File: src/rtl/addsub_serial.sv
// Bit-serial two's-complement adder/subtractor using a single full-adder cell.
// Optional overflow logic is built when ADDSUB_SERIAL_OVF_EN is defined; otherwise ovf is tied to 0.
module addsub_serial #(
  parameter int WIDTH = 4
) (
  input  logic             clk,
  input  logic             rst_n,
  input  logic             start,
  input  logic             mode,
  input  logic [WIDTH-1:0] operand_a,
  input  logic [WIDTH-1:0] operand_b,
  output logic             busy,
  output logic             done,
  output logic [WIDTH-1:0] result,
  output logic             co,
  output logic             ovf
);

  // state | meaning
  // IDLE  | waiting for start; operands latched on accept
  // SHIFT | one result bit produced per edge, LSB first
  // DONE  | result/co/ovf valid, done pulses for this cycle
  typedef enum logic [1:0] {IDLE, SHIFT, DONE} state_t;

  localparam int CW = $clog2(WIDTH);
  localparam logic [CW-1:0] LAST = CW'(WIDTH - 1);

  state_t           state;
  logic [WIDTH-1:0] a_q;
  logic [WIDTH-1:0] b_q;
  logic [WIDTH-1:0] sum_q;
  logic [CW-1:0]    cnt;
  logic             carry;

  logic             s_bit;
  logic             c_next;
  logic [WIDTH-1:0] sum_next;

  always_comb begin
    s_bit    = a_q[0] ^ b_q[0] ^ carry;
    c_next   = (a_q[0] & b_q[0]) | (a_q[0] & carry) | (b_q[0] & carry);
    sum_next = {s_bit, sum_q[WIDTH-1:1]};
  end

  always_ff @(posedge clk or negedge rst_n) begin
    if (!rst_n) begin
      state  <= IDLE;
      a_q    <= '0;
      b_q    <= '0;
      sum_q  <= '0;
      cnt    <= '0;
      carry  <= 1'b0;
      busy   <= 1'b0;
      done   <= 1'b0;
      result <= '0;
      co     <= 1'b0;
    end else begin
      case (state)
        IDLE: begin
          done <= 1'b0;
          if (start) begin
            a_q   <= operand_a;
            b_q   <= mode ? ~operand_b : operand_b;
            carry <= mode;
            cnt   <= '0;
            sum_q <= '0;
            busy  <= 1'b1;
            state <= SHIFT;
          end
        end
        SHIFT: begin
          sum_q <= sum_next;
          a_q   <= a_q >> 1;
          b_q   <= b_q >> 1;
          carry <= c_next;
          cnt   <= cnt + CW'(1);
          if (cnt == LAST) begin
            state  <= DONE;
            busy   <= 1'b0;
            done   <= 1'b1;
            result <= sum_next;
            co     <= c_next;
          end
        end
        DONE: begin
          done  <= 1'b0;
          cnt   <= '0;
          carry <= 1'b0;
          state <= IDLE;
        end
        default: begin
          busy  <= 1'b0;
          done  <= 1'b0;
          state <= IDLE;
        end
      endcase
    end
  end

`ifdef ADDSUB_SERIAL_OVF_EN
  // On the last shift edge 'carry' is the carry into the MSB stage.
  always_ff @(posedge clk or negedge rst_n) begin
    if (!rst_n)
      ovf <= 1'b0;
    else if (state == SHIFT && cnt == LAST)
      ovf <= carry ^ c_next;
  end
`else
  assign ovf = 1'b0;
`endif

endmodule

File: config.mk
export PLATFORM = sky130hd
export DESIGN_NAME = addsub_serial
export DESIGN_NICKNAME = d
export VERILOG_FILES = /design/src/rtl/addsub_serial.sv
export SDC_FILE = /design/constraint.sdc
export NUM_CORES = 1
export LEC_CHECK = 0
export BUFFER_PORTS_ARGS = -buffer_cell sky130_fd_sc_hd__buf_2
export CAP_MARGIN = 10
export CORE_MARGIN = 4
export CORE_UTILIZATION = 50
export DETAILED_ROUTE_END_ITERATION = 8
export PLACE_DENSITY = 0.75
export REMOVE_ABC_BUFFERS = 1
export SLEW_MARGIN = 10
export SYNTH_ARGS = -nofsm -noshare
export SYNTH_HDL_FRONTEND = slang
export SYNTH_SLANG_ARGS = --single-unit
File: constraint.sdc
create_clock -name clk -period 2.3 [get_ports clk]
set_clock_uncertainty 0.2 [all_clocks]
set_input_delay 0.23 -clock clk [delete_from_list [all_inputs] [get_ports clk]]
set_output_delay 0.23 -clock clk [all_outputs]
set_load 0.02 [all_outputs]
==> impl_metrics.csv, run 1 <==
group,metric,value,unit
run_status,status,"finished, final reports clean",
timing,slew_violations,0,
logic_synthesis,synth_top_area_share,0.507,
route,drt_wl_total,1970,um
logic_synthesis,synth_cells,96,
global_routing,grt_max_degree,24,
route,vias_per_cell,5.07,
timing,finalCritPeriodShare,0.849,
die,design.core.area,0.00206,mm2
global_routing,grt_pass1_vias,820,
min_path,hp-start,"start",
layout,syn_to_final_growth,16.1,%
logic_synthesis,synth_top_cell_by_area,"dfrtp_1",
global_routing,overflow,0,
layout,final_cell_area,0.00132,mm2
placement,place_area,0.00123,mm2
clock_network,ctsResizeCount,0,
layout,drive_above_1_share,0.298,
placement,dp_cells,138,
critical_path,r2r-start,"state[1]",
critical_path,worst-r2r-setup-slack,350,ps
timing,tns,0,ps
logic_synthesis,ys_seq_elements,23,
critical_path,crit_end,"b_q[0]",
logic_synthesis,synth_cell_type_count,30,
critical_path,required,2290,ps
timing,tightest_slew,580,ps
route,firstDrtPassIters,2,
flow_run,cap_viol_max_count,0,
die,io_pins,20,
critical_path,cp_max_fo,9,
logic_synthesis,netlist_area,0.00114,mm2
power,ir_drop,0.651,mV
route,antenna_left,0,
power,p_total,1650,uW
critical_path,cp.depth,5,
timing,hold_viol_final,0,
timing,relSlewSlack,0.605,
clock_network,clkTransAtPathRegs,130,ps
clock_network,cts_buffers,3,
logic_synthesis,yosysSeqAreaShare,0.507,
route,drc_errors,0,
critical_path,slowest_stage,"dfrtp_1",
placement,io_buffers,18,
logic_synthesis,synth_edf_count,0,
route,drt-initial-drc-count,2,
critical_path,crit_path_cell_trace,"inv_1 -> ha_1 -> clkinv_1 -> mux2i_1 -> o21ai_1",
clock_network,cts-htree-levels,1,
logic_synthesis,synthMostInstantiatedCell,"dfrtp_1",
global_routing,grt_pass1_wl,3590,um
clock_network,hold_buffers,6,
critical_path,rr_worst_depth,5,
clock_network,numClockSinks,23,
critical_path,startpoint,"state[1]",
clock_network,cts-root-buf,"clkbuf_4",
layout,nets,140,
route,wl_per_cell,13.3,um
placement,pre_cts_ws,358,ps
timing,setup_viol,0,
power,leakagePower,0.000644,uW
timing,fin_ws,348,ps
critical_path,critPathArrivalTime,1940,ps
clock_network,clock_latency,310,ps
placement,gp_congestion,0.792,
layout,antenna_cells,0,
critical_path,cp_top_family,"buffers and inverters",
logic_synthesis,synthArstFlopShare,1.00,
die,num_rows,16,
critical_path,crit_path_max_incr_delay,440,ps
placement,hpwl,1480,um
clock_network,cts.path.max_buffers,2,
timing,rsz0062_at_grt,"no",
die,initial_core_util,0.551,
logic_synthesis,synth_flop_cell,"dfrtp_1",
critical_path,rr_endpoint,"b_q[0]",
timing,fmax,512,MHz
logic_synthesis,synth_area_per_cell,11.8,um2
power,power.density,1250,mW/mm2
die,die_area,0.00310,mm2
logic_synthesis,ys_top_cells_by_area,"dfrtp_1 (51%), mux2_2 (6.9%), ha_1 (5.5%)",
clock_network,cts_setup_buffers,0,
logic_synthesis,yosysWarnings,0,
die,dieWidth,55.7,um
route,vias,750,
critical_path,path_class,"flop to flop",
layout,final-instance-count-excl-fill,148,
logic_synthesis,synthTopCellsByCount,"dfrtp_1 (23), nand2_1 (10), mux2_2 (7)",
timing,fin_crit,1950,ps
die,dieHeight,55.7,um
critical_path,startpoint_type,"flop",
critical_path,path_buf_inv,2,
min_path,hold_path.class,"input port to flop",
global_routing,grt_antenna_before_repair,0,
global_routing,grt_use_total,0.144,
critical_path,worst_setup_path_end_kind,"flop",
clock_network,cts_tree,"built",
==> state kept, by name, summed over array words and instances (netlist names) <==
register,flops
carry,1
co,1
result,4
done,1
cnt,2
a_q,4
sum_q,3
busy,1
state,2
b_q,4
==> cell families (layout without fill, tap and decap cells) <==
group | count (synthesis) | in the layout | share of synthesized area
AO/OA/AOI/OAI | 19 | 19 | 0.113
buffers and inverters | 8 | 33 | 0.0440
flip-flops | 23 | 23 | 0.507
XOR/XNOR | 4 | 4 | 0.0308
AND/OR/NAND/NOR | 21 | 21 | 0.0870
other | 1 | 1 | 0.00330
multiplexers | 14 | 14 | 0.142
adder cells (fa/ha/maj) | 6 | 6 | 0.0727
==> routing by layer <==
layer,GRT usage,vias up,part of all wire
met5,0,-,0
li1,-,377,-
met1,0.177,353,0.44
met2,0.248,18,0.50
met4,0.0625,0,0.011
met3,0.0209,2,0.047
==> how the worst min path moves through the flow <==
stage,cells after the start,slack (ps),end
final,3,20,state[0]
after global routing,3,20,state[0]
after CTS,3,10,state[0]
after detailed placement,1,30,result[1]
after global placement,1,30,busy
after floorplan,0,-270,a_q[0]
==> cell type report <==
| class | instances | area [um2] |
|---|---|---|
| clock buffers | 4 | 26.3 |
| repair buffers | 25 | 158 |
| multi-input cells | 65 | 510 |
| well taps | 27 | 33.8 |
| fillers | 186 | 743 |
| inverters | 4 | 15.0 |
| flip-flops and latches | 23 | 576 |
==> stage by stage <==
| stage | utilization | hold WS (ps) |
|---|---|---|
| after floorplan | - | -266 |
| after global placement | 0.598 | 26.1 |
| after detailed placement | 0.598 | 34.4 |
| after CTS | 0.640 | 11.4 |
| after global routing | 0.640 | 15.1 |
| final | 0.640 | 15.5 |
==> power breakdown <==
group	total (uW)	internal [uW]	switching [uW]
logic	796	351	445
clock network	189	67.8	122
registers	664	566	97.3
==> worst register-to-register path, stage by stage, from the launching register on <==
cell      delay, ps
dfrtp_1         440
inv_1           100
ha_1            380
clkinv_1        380
mux2i_1         250
o21ai_1          80
==> placed cells by master (no fill, tap or decap), types with 2 or more instances in the layout <==
cell type and instances:
nand2_1 10, o21ai_0 3, clkbuf_4 3, xor2_1 3, o21ai_2 2, a21oi_1 3, mux2i_1 6, mux2_2 7
nor2_1 4, o21ai_1 5, dfrtp_1 23, dlygate4sd3_1 6, ha_1 5, o31ai_1 2, a32o_1 3, buf_2 18
inv_1 3
Note: power is estimated with default switching activity, not from simulation.
==> inputs of run 2 (changes only) <==
Clock period 2.3 ns to 2 ns, I/O delays scaled along.
==> run 2 against run 1 <==
Via count increased by 2.4%. Core utilization rose by 1.3 points. Global-route usage decreased by 0.96 points. Die area stayed put. Worst setup slack worse by 130 ps. Combinational power up 17%. Critical path type unchanged. Highest routed layer unchanged.
==> impl_metrics.csv, run 2 (synthesized netlist as in run 1, its figures left out) <==
group,metric,value,unit
route,firstDrtPassIters,4,
flow_run,cap_viol_max_count,0,
critical_path,cp_max_fo,5,
placement,dp_cells,140,
run_status,status,"finished, final reports clean",
critical_path,startpoint_type,"flop",
critical_path,path_class,"flop to flop",
layout,final_cell_area,0.00135,mm2
clock_network,cts_buffers,3,
die,die_area,0.00310,mm2
global_routing,grt_use_total,0.134,
timing,hold_viol_final,0,
clock_network,ctsResizeCount,0,
placement,io_buffers,18,
critical_path,critPathArrivalTime,1790,ps
die,dieWidth,55.7,um
critical_path,rr_endpoint,"cnt[0]",
layout,syn_to_final_growth,18.4,%
clock_network,cts-root-buf,"clkbuf_4",
clock_network,clkTransAtPathRegs,120,ps
timing,finalCritPeriodShare,0.890,
placement,gp_congestion,0.790,
die,num_rows,16,
critical_path,rr_worst_depth,5,
layout,reg_top3,"a_q: 4 flops, b_q: 4 flops, result: 4 flops",
critical_path,r2r-start,"state[0]",
clock_network,cts_tree,"built",
critical_path,worst_setup_path_end_kind,"flop",
global_routing,grt_pass1_vias,786,
route,vias_per_cell,5.09,
route,drt-initial-drc-count,12,
timing,rsz0062_at_grt,"no",
layout,drive_above_1_share,0.315,
critical_path,worst-r2r-setup-slack,220,ps
route,antenna_left,0,
route,vias,768,
clock_network,cts-htree-levels,1,
die,io_pins,20,
timing,fin_hold_ws,43.8,ps
die,initial_core_util,0.551,
route,drt_wl_total,1900,um
global_routing,overflow,0,
die,dieHeight,55.7,um
layout,antenna_cells,0,
die,design.core.area,0.00206,mm2
timing,fmax,562,MHz
min_path,hold_path.class,"input port to flop",
power,ir_drop,0.766,mV
clock_network,cts.path.max_buffers,2,
critical_path,required,2010,ps
global_routing,grt_max_degree,24,
placement,place_area,0.00125,mm2
layout,nets,143,
global_routing,grt_antenna_before_repair,0,
timing,fin_crit,1780,ps
clock_network,numClockSinks,23,
clock_network,clock_latency,310,ps
route,wl_per_cell,12.6,um
layout,layout_commonest_cell,"dfrtp_1",
critical_path,startpoint,"state[0]",
layout,final-instance-count-excl-fill,151,
route,drc_errors,0,
power,power.density,1420,mW/mm2
timing,slew_violations,0,
critical_path,crit_end,"cnt[0]",
global_routing,grt_pass1_wl,3420,um
placement,hpwl,1430,um
power,leakagePower,0.000661,uW
timing,tns,0,ps
timing,setup_viol,0,
layout,layout_common_cells,"dfrtp_1 (23), buf_2 (18), nand2_1 (10), mux2_2 (7), dlygate4sd3_1 (7)",
layout,fin_util,0.652,
[run 2: cell count changes in the layout (fill, tap and decap cells not counted), sizes merged]
cell         change
buf              +2
clkinv           +1
dlygate4sd3      +1
clkbuf           -1
[run 2: report_power, final]
| group | internal, uW | total [uW] | switching (uW) |
|---|---|---|---|
| clock network | 74.7 | 212 | 138 |
| logic | 429 | 933 | 505 |
| registers | 651 | 759 | 107 |
| total | 1150 | 1900 | 750 |
[run 2: area by class of cell]
class | count | area [um2]
well taps | 27 | 33.8
repair buffers | 28 | 183
inverters | 4 | 15.0
clock inverters | 1 | 5.00
multi-input cells | 65 | 510
fillers | 172 | 717
flip-flops and latches | 23 | 576
clock buffers | 3 | 22.5
[run 2: routing by layer]
metal / GRT usage / vias to the layer above / part of all wire
met4: 0.0313 / 0 / 0.010
li1: - / 387 / -
met5: 0 / - / 0
met2: 0.233 / 19 / 0.50
met1: 0.168 / 358 / 0.44
met3: 0.0325 / 4 / 0.047
[run 2: worst min-delay path by stage]
| stage | slack (ps) | depth (start not counted) | from | endpoint |
|---|---|---|---|---|
| floorplan | -300 | 0 | rst_n | a_q[0] |
| global placement | -3 | 1 | rst_n | busy |
| detailed placement | -0.7 | 1 | rst_n | result[0] |
| CTS | 40 | 4 | operand_b[0] | b_q[0] |
| global route | 80 | 3 | mode | b_q[3] |
| finish | 40 | 4 | operand_b[1] | b_q[1] |
[run 2: critical path, cell delays in order (launching register included)]
cell and delay [ps]:
dfrtp_1 400, inv_1 90, ha_1 280, and2b_2 250
nor2_2 110, mux2_2 340
[run 2: timing repair]
item	4_1_cts	5_1_grt
buffers inserted	0	0
endpoints found under the hold margin	29	0
hold buffers	7	0
[run 2: through the flow]
stage                     worst slack, ps  total power (uW)
final                                 221              1900
after CTS                             207              1930
after floorplan                       173              1430
after global placement                268              1670
after detailed placement              228              1710
after global routing                 92.9              2070
